==> src/rtl/alarm_unit_if.sv <==
// rtl/alarm_unit_if.sv - alarm-time load handshake bundle
interface alarm_unit_if;
  logic       set_valid;
  logic [4:0] set_hours;
  logic [5:0] set_minutes;
  logic       set_ready;
  logic       set_err;

  modport master (output set_valid, set_hours, set_minutes, input set_ready, set_err);
  modport slave  (input set_valid, set_hours, set_minutes, output set_ready, set_err);
endinterface

==> src/rtl/alarm_unit.sv <==
// rtl/alarm_unit.sv - alarm comparator/ringer with stop, timeout and load handshake
// Optional snooze state and wrap adder are built when ALARM_SNOOZE_EN is defined.
module alarm_unit #(
  parameter int RING_SECONDS   = 60,
  parameter int SNOOZE_MINUTES = 5
) (
  input  logic         clk,
  input  logic         rst,
  input  logic         sec_tick,
  input  logic [4:0]   hours,
  input  logic [5:0]   minutes,
  input  logic [5:0]   seconds,
  input  logic         alarm_enable,
  input  logic         snooze,
  input  logic         stop,
  output logic         ring,
  output logic         snoozed,
  alarm_unit_if.slave  set_if
);

  typedef enum logic [1:0] {
    ST_IDLE,
    ST_RINGING
`ifdef ALARM_SNOOZE_EN
    , ST_SNOOZE
`endif
  } state_t;

  localparam logic [7:0] RING_LIM = 8'(RING_SECONDS);

  state_t     state, state_nxt;
  logic [4:0] alm_h;
  logic [5:0] alm_m;
  logic [7:0] ring_cnt;
  logic       set_err_q;
  logic       load_fire, load_bad, alarm_hit, cnt_done;

  assign load_fire = set_if.set_valid && set_if.set_ready;
  assign load_bad  = (set_if.set_hours > 5'd23) || (set_if.set_minutes > 6'd59);
  assign alarm_hit = sec_tick && (hours == alm_h) && (minutes == alm_m) && (seconds == 6'd0);
  // Counter holds ticks already seen in RINGING; this tick is the last one.
  assign cnt_done  = sec_tick && ((ring_cnt + 8'd1) == RING_LIM);

`ifdef ALARM_SNOOZE_EN
  localparam logic [6:0] SNZ_MIN = 7'(SNOOZE_MINUTES);

  logic [4:0] tgt_h, snz_h;
  logic [5:0] tgt_m, snz_m;
  logic [6:0] min_sum;
  logic       snz_hit;

  always_comb begin
    min_sum = {1'b0, minutes} + SNZ_MIN;
    snz_h   = hours;
    snz_m   = min_sum[5:0];
    if (min_sum >= 7'd60) begin
      snz_m = 6'(min_sum - 7'd60);
      snz_h = (hours == 5'd23) ? 5'd0 : hours + 5'd1;
    end
  end

  assign snz_hit = sec_tick && (hours == tgt_h) && (minutes == tgt_m) && (seconds == 6'd0);

  always_ff @(posedge clk or posedge rst) begin
    if (rst) begin
      tgt_h <= 5'd0;
      tgt_m <= 6'd0;
    end else if (state == ST_RINGING && state_nxt == ST_SNOOZE) begin
      tgt_h <= snz_h;
      tgt_m <= snz_m;
    end
  end
`else
  logic unused_snooze;
  assign unused_snooze = snooze;
`endif

  always_comb begin
    state_nxt = state;
    if (!alarm_enable) begin
      state_nxt = ST_IDLE;
    end else begin
      case (state)
        ST_IDLE:    if (alarm_hit) state_nxt = ST_RINGING;
        ST_RINGING: begin
          if (stop) state_nxt = ST_IDLE;
`ifdef ALARM_SNOOZE_EN
          else if (snooze) state_nxt = ST_SNOOZE;
`endif
          else if (cnt_done) state_nxt = ST_IDLE;
        end
`ifdef ALARM_SNOOZE_EN
        ST_SNOOZE: begin
          if (stop) state_nxt = ST_IDLE;
          else if (snz_hit) state_nxt = ST_RINGING;
        end
`endif
        default:    state_nxt = ST_IDLE;
      endcase
    end
  end

  always_ff @(posedge clk or posedge rst) begin
    if (rst) begin
      state     <= ST_IDLE;
      alm_h     <= 5'd0;
      alm_m     <= 6'd0;
      ring_cnt  <= 8'd0;
      set_err_q <= 1'b0;
    end else begin
      state     <= state_nxt;
      set_err_q <= load_fire && load_bad;
      if (load_fire && !load_bad) begin
        alm_h <= set_if.set_hours;
        alm_m <= set_if.set_minutes;
      end
      // Held at zero outside RINGING, so every entry starts a fresh count.
      if (state != ST_RINGING) ring_cnt <= 8'd0;
      else if (sec_tick)       ring_cnt <= ring_cnt + 8'd1;
    end
  end

  assign ring             = (state == ST_RINGING);
`ifdef ALARM_SNOOZE_EN
  assign snoozed          = (state == ST_SNOOZE);
`else
  assign snoozed          = 1'b0;
`endif
  assign set_if.set_ready = (state == ST_IDLE);
  assign set_if.set_err   = set_err_q;

endmodule

==> src/flat_wrapper.sv <==
// flat-port wrapper written by rule: the top's interface ports become plain ports
module alarm_unit_flat 
#(
  parameter int RING_SECONDS   = 60,
  parameter int SNOOZE_MINUTES = 5
)
  (clk, rst, sec_tick, hours, minutes, seconds, alarm_enable, snooze, stop, ring, snoozed, set_if_set_valid, set_if_set_hours, set_if_set_minutes, set_if_set_ready, set_if_set_err);
  alarm_unit_if set_if_i ();
  input  logic clk;
  input  logic rst;
  input  logic sec_tick;
  input  logic [4:0] hours;
  input  logic [5:0] minutes;
  input  logic [5:0] seconds;
  input  logic alarm_enable;
  input  logic snooze;
  input  logic stop;
  output logic ring;
  output logic snoozed;
  input wire logic [$bits(set_if_i.set_valid)-1:0] set_if_set_valid;
  input wire logic [$bits(set_if_i.set_hours)-1:0] set_if_set_hours;
  input wire logic [$bits(set_if_i.set_minutes)-1:0] set_if_set_minutes;
  output wire logic [$bits(set_if_i.set_ready)-1:0] set_if_set_ready;
  output wire logic [$bits(set_if_i.set_err)-1:0] set_if_set_err;
  assign set_if_i.set_valid = set_if_set_valid;
  assign set_if_i.set_hours = set_if_set_hours;
  assign set_if_i.set_minutes = set_if_set_minutes;
  assign set_if_set_ready = set_if_i.set_ready;
  assign set_if_set_err = set_if_i.set_err;
  alarm_unit #(.RING_SECONDS(RING_SECONDS), .SNOOZE_MINUTES(SNOOZE_MINUTES)) u_core (.clk(clk), .rst(rst), .sec_tick(sec_tick), .hours(hours), .minutes(minutes), .seconds(seconds), .alarm_enable(alarm_enable), .snooze(snooze), .stop(stop), .ring(ring), .snoozed(snoozed), .set_if(set_if_i));
endmodule
==> config.mk <==
export PLATFORM = sky130hd
export DESIGN_NAME = alarm_unit_flat
export DESIGN_NICKNAME = d
export VERILOG_FILES = /design/src/rtl/alarm_unit_if.sv /design/src/rtl/alarm_unit.sv /design/src/flat_wrapper.sv
export SDC_FILE = /design/constraint.sdc
export NUM_CORES = 1
export LEC_CHECK = 0
export CORE_MARGIN = 4
export CORE_UTILIZATION = 41
export CTS_BUF_LIST = sky130_fd_sc_hd__clkbuf_8
export DETAILED_ROUTE_END_ITERATION = 10
export MAX_ROUTING_LAYER = met4
export PLACE_DENSITY = 0.84
export REMOVE_ABC_BUFFERS = 1
export SYNTH_ARGS = -nofsm -noshare
export SYNTH_HDL_FRONTEND = slang
export SYNTH_SLANG_ARGS = --single-unit
==> constraint.sdc <==
create_clock -name clk -period 1.15 [get_ports clk]
set_input_delay 0.345 -clock clk [delete_from_list [all_inputs] [get_ports clk]]
set_output_delay 0.345 -clock clk [all_outputs]
set_load 0.02 [all_outputs]
# Word level (Yosys, flattened, before mapping)
# Index checks and enable logic that the tools add are counted.
# W data, S select, Z words.
[totals]
register_bits = 22
output_inout_bits = 4
[classes]
add_sub_neg = 1
order_cmp = 2
muxes = 7
n_reduce_logical = 13
eq_ne = 7
[ops]
columns = ["op", "count"]
rows = [
  ["$mux W8", 2],
  ["$add A8 B1 Y8 const B", 1],
  ["$eq A8 B6 Y1 const B", 1],
  ["$mux W2", 4],
  ["$logic_and A1 B1 Y1", 7],
  ["$eq A6 B6 Y1", 1],
  ["$gt A6 B6 Y1 const B", 1],
  ["$logic_not A6 Y1", 1],
  ["$eq A5 B5 Y1", 1],
  ["$gt A5 B5 Y1 const B", 1],
  ["$ne A4 B3 Y1 const B", 1],
  ["$pmux W2 S2", 1],
  ["$ne A3 B3 Y1 const B", 1],
  ["$eq A2 B1 Y1 const B", 1],
  ["$logic_not A2 Y1", 1],
  ["$ne A2 B1 Y1 const B", 1],
  ["$reduce_and A2 Y1", 1],
  ["$reduce_bool A2 Y1", 1],
  ["$logic_not A1 Y1", 1],
  ["$logic_or A1 B1 Y1", 1],
]

# Logic depth before layout (Yosys ltp)
[depth]
depth_word = 7
ltp_mapped = 4

# Worst setup path before layout
# No wires, ideal clock.
[synth_timing]
kind = "register to register"
start = "register u_core.state[0]"
end = "register u_core.alm_h[0]"
required_time_ps = 1025
arrival_ps = 1179
path_slack_ps = -154
path_stages_with_launch = 5
synth_period_minus_slack_ps = 1304
setup_ps = 125
cell_sequence = "dfrtp_1 > inv_1 > nand4_1 > buf_2 > mux2_2"
[synth_between]
elab_chain_len = 3
[synth_rtl]
columns = ["item", "line_no", "rtl"]
rows = [
  ["from (decl)", "alarm_unit.sv:31", "state_t state, state_nxt;"],
  ["from (signal assigned)", "alarm_unit.sv:111", "state <= state_nxt;"],
  ["$logic_not A2 Y1", "alarm_unit.sv:129", "assign set_if.set_ready = (state == ST_IDLE);"],
  ["$logic_and A1 B1 Y1", "alarm_unit.sv:38", "assign load_fire = set_if.set_valid && set_if.set_ready;"],
  ["$logic_and A1 B1 Y1", "alarm_unit.sv:113", "if (load_fire && !load_bad) begin"],
  ["to (signal assigned)", "alarm_unit.sv:114", "alm_h <= set_if.set_hours;"],
  ["to (decl)", "alarm_unit.sv:32", "logic [4:0] alm_h;"],
]
# Every way passes these cells.
# A chain may end at the register's enable or synchronous reset.

# Worst setup path in the final report
[layout_timing]
start = "register u_core.state[0]"
end = "register u_core.alm_m[4]"
[layout_between]
elab_chain_len = 3
[layout_rtl]
columns = ["item", "line_no", "rtl"]
rows = [
  ["$logic_not A2 Y1", "alarm_unit.sv:129", ""],
  ["$logic_and A1 B1 Y1", "alarm_unit.sv:38", ""],
  ["$logic_and A1 B1 Y1", "alarm_unit.sv:113", ""],
  ["to (signal assigned)", "alarm_unit.sv:115", "alm_m <= set_if.set_minutes;"],
  ["to (decl)", "alarm_unit.sv:33", "logic [5:0] alm_m;"],
]
# Every way passes these cells.

==> qor.yml <==
run_status: "finished, violations left"
violations: "negative setup slack"
synth.avg_cell_area_sq_um: 11.4
hpwl_mm: 1.96
ir_drop_uv: 810
port_buffers: 36
drtIter0Drc: 10
htreeDepth: 1
clockPowerShare: 0.286
yosysSeqAreaShare: 0.501
min_period_ps: 1310
setup_viol: 15
cp-end-kind: "register"
syn_area_sq_mm: 0.00105
grt.overflow.total: 0
detail-route-antenna-nets: 0
drv_slew: 0
grt_pass1_wl_mm: 4.25
rsz0062_at_grt: "true"
synth.top_cells.by_area: "dfrtp_1 50%, xor2_1 13%, mux2_2 12%"
p_int_mw: 1.25
cp_data_required_time_ps: 1290
critPathLaunchType: "register"
synth_top_area_cell: "dfrtp_1"
drc_errors: 0
hold_viol_final: 0
cts_hold_buf: 0
post-route-period-util: 1.14
synth_seq_cells: 21
yosys.area.top_type_share: 0.501
syn_inst: 92
cts_tree: "yes"
grt_pass1_vias: 968
vias: 885
cts_made_buffers: 3
wl_per_cell_um: 15.7
grt_max_degree: 22
die_y_um: 58.6
diodes: 0
hold_class: "in2async"
clock_path_buffers: 2
die_w_um: 58.6
worst_slack_ps: -157
cts-root-buf: "clkbuf_8"
pwr-share-comb: 0.203
die-area_sq_mm: 0.00343
place_congestion: 0.759
vias_per_cell: 5.06
dp_cells: 165
clk_pin_slew_ps: 70
crit_type: "reg2reg"
core_area_sq_mm: 0.00245
p_seq_frac: 0.511
drive_gt1_frac: 0.303
ys_warn_count: 0
fin_skew_ps: 1.97
antenna_found_initial: 0
gr-usage-all-layers: 0.169
powerDensity_mw_per_mm2: 986
netSwitchingFraction: 0.241
fmax_mhz: 765
ys_types: 26
clkLatencyLatePin_ps: 260
wl_mm: 2.75
syn_to_final_growth_pct: 58.6
std_cell_rows: 18
cts.sinks: 21
pin_count: 39
p_leak_nw: 0.765
start_util: 0.428
holdWs_ps: 395
cp_max_fo: 8
cp_data_arrival_time_ps: 1450
fin_cells: 175
drt-pass1-iter-count: 2
drv_cap: 0
nets: 182
p_switching_mw: 0.396
==> stage by stage <==
stage | worst slack, ps | power [mW] | TNS, ps | util | cell area (sq um)
floorplan | -579 | 0.985 | -6440 | - | 1020
global placement | -553 | 1.15 | -9490 | 0.617 | 1520
detailed placement | -615 | 1.17 | -10250 | 0.617 | 1520
CTS | -147 | 1.65 | -1640 | 0.661 | 1620
global route | -199 | 1.71 | -2490 | 0.678 | 1670
finish | -157 | 1.64 | -1800 | 0.678 | 1670
==> power by group through the flow <==
| stage | registers [mW] | clock network (mW) | logic, mW |
|---|---|---|---|
| 6_report | 0.840 | 0.469 | 0.333 |
| 5_1_grt | 0.846 | 0.510 | 0.356 |
| 4_1_cts | 0.838 | 0.479 | 0.335 |
| 3_5_place_dp | 0.851 | 0 | 0.318 |
| 3_3_place_gp | 0.846 | 0 | 0.307 |
| 2_1_floorplan | 0.842 | 0 | 0.143 |
==> cell usage in the layout (no fill, tap or decap), types with 2 or more instances in the layout <==
| master | instances |
|---|---|
| buf_4 | 13 |
| buf_6 | 5 |
| clkbuf_8 | 3 |
| clkdlybuf4s15_1 | 2 |
| clkdlybuf4s50_1 | 13 |
| dfrtp_1 | 21 |
| dlygate4sd2_1 | 18 |
| inv_1 | 2 |
| mux2_2 | 3 |
| mux2_4 | 8 |
| nand2_1 | 6 |
| nand4_1 | 6 |
| nor2_1 | 6 |
| nor4_2 | 2 |
| o21ai_1 | 3 |
| or3_4 | 2 |
| xor2_1 | 15 |
==> cells in the mapped netlist <==
cell      instances
and3_1            2
inv_1             2
nor4_1            2
xnor2_1           1
clkbuf_1          1
o21ai_1           1
ha_1              1
xor2_1           15
dfrtp_1          21
mux2i_1           1
conb_1            1
nor4b_1           1
o21ai_0           2
mux2_2           11
nand2_1           6
nand4_1           6
buf_4             1
buf_6             1
a21oi_1           2
nor3_1            1
nor4_2            1
nand4b_1          1
nor2_1            6
buf_2             1
nand4_2           1
or3_1             3
==> critical path: stages (launching register included) <==
cell     delay [ps]
dfrtp_1         400
inv_2            70
buf_6           100
nand4_1         140
buf_6           190
mux2_4          300
==> routing by layer <==
metal  global-route usage  share of wire  wire length [um]
met1                0.194           0.42              1160
met2                0.298           0.53              1460
met3               0.0219          0.041               114
met4               0.0680         0.0087                24
met5                    -              0                 0
==> kinds of logic after synthesis <==
logic type | synth area share
simple gates | 0.166
flops | 0.501
xor+xnor | 0.133
mux | 0.128
buf+inv | 0.0334
compound gates | 0.0238
fa+ha+maj | 0.0119
other cells | 0.00357
==> cell type report <==
cell class              count  area (sq um)
multi-input cells          65           563
inverters                   2          7.51
fillers                   202           790
well taps                  30          37.5
flip-flops and latches     21           526
clock inverters             1          3.75
repair buffers             53           487
clock buffers               3          41.3
==> repair_timing <==
| action | CTS | global route |
|---|---|---|
| endpoints found under the hold margin | 0 | 0 |
| endpoints found under the setup margin | 20 | 18 |
| buffers inserted | 4 | 3 |
| resized for setup | 52 | 8 |
| pin swaps | 15 | 9 |
==> flip-flops by register name, summed over array words and instances, names as in the netlist <==
name,cells
u_core.state,1
u_core.alm_h,5
u_core.alm_m,6
u_core.set_if.set_err,1
u_core.ring_cnt,8
==> final timing paths <==
kind                            depth (start not counted)  slack, ps                              end                        start
worst max-delay path                                    5       -160      u_core.alm_m[4]$_DFFE_PP0P_  u_core.state[0]$_DFFE_PP0P_
worst min-delay path                                    3        390  u_core.set_if.set_err$_DFF_PP0_                          rst
worst max register to register                          5       -160      u_core.alm_m[4]$_DFFE_PP0P_  u_core.state[0]$_DFFE_PP0P_
worst min register to register                          1        530      u_core.alm_h[0]$_DFFE_PP0P_  u_core.alm_h[0]$_DFFE_PP0P_
max in group asynchronous                               3        620   u_core.ring_cnt[0]$_DFFE_PP0P_                          rst
min in group clk                                        2        470      u_core.alm_m[5]$_DFFE_PP0P_        set_if_set_minutes[5]
(Power assumes the default switching activity.)
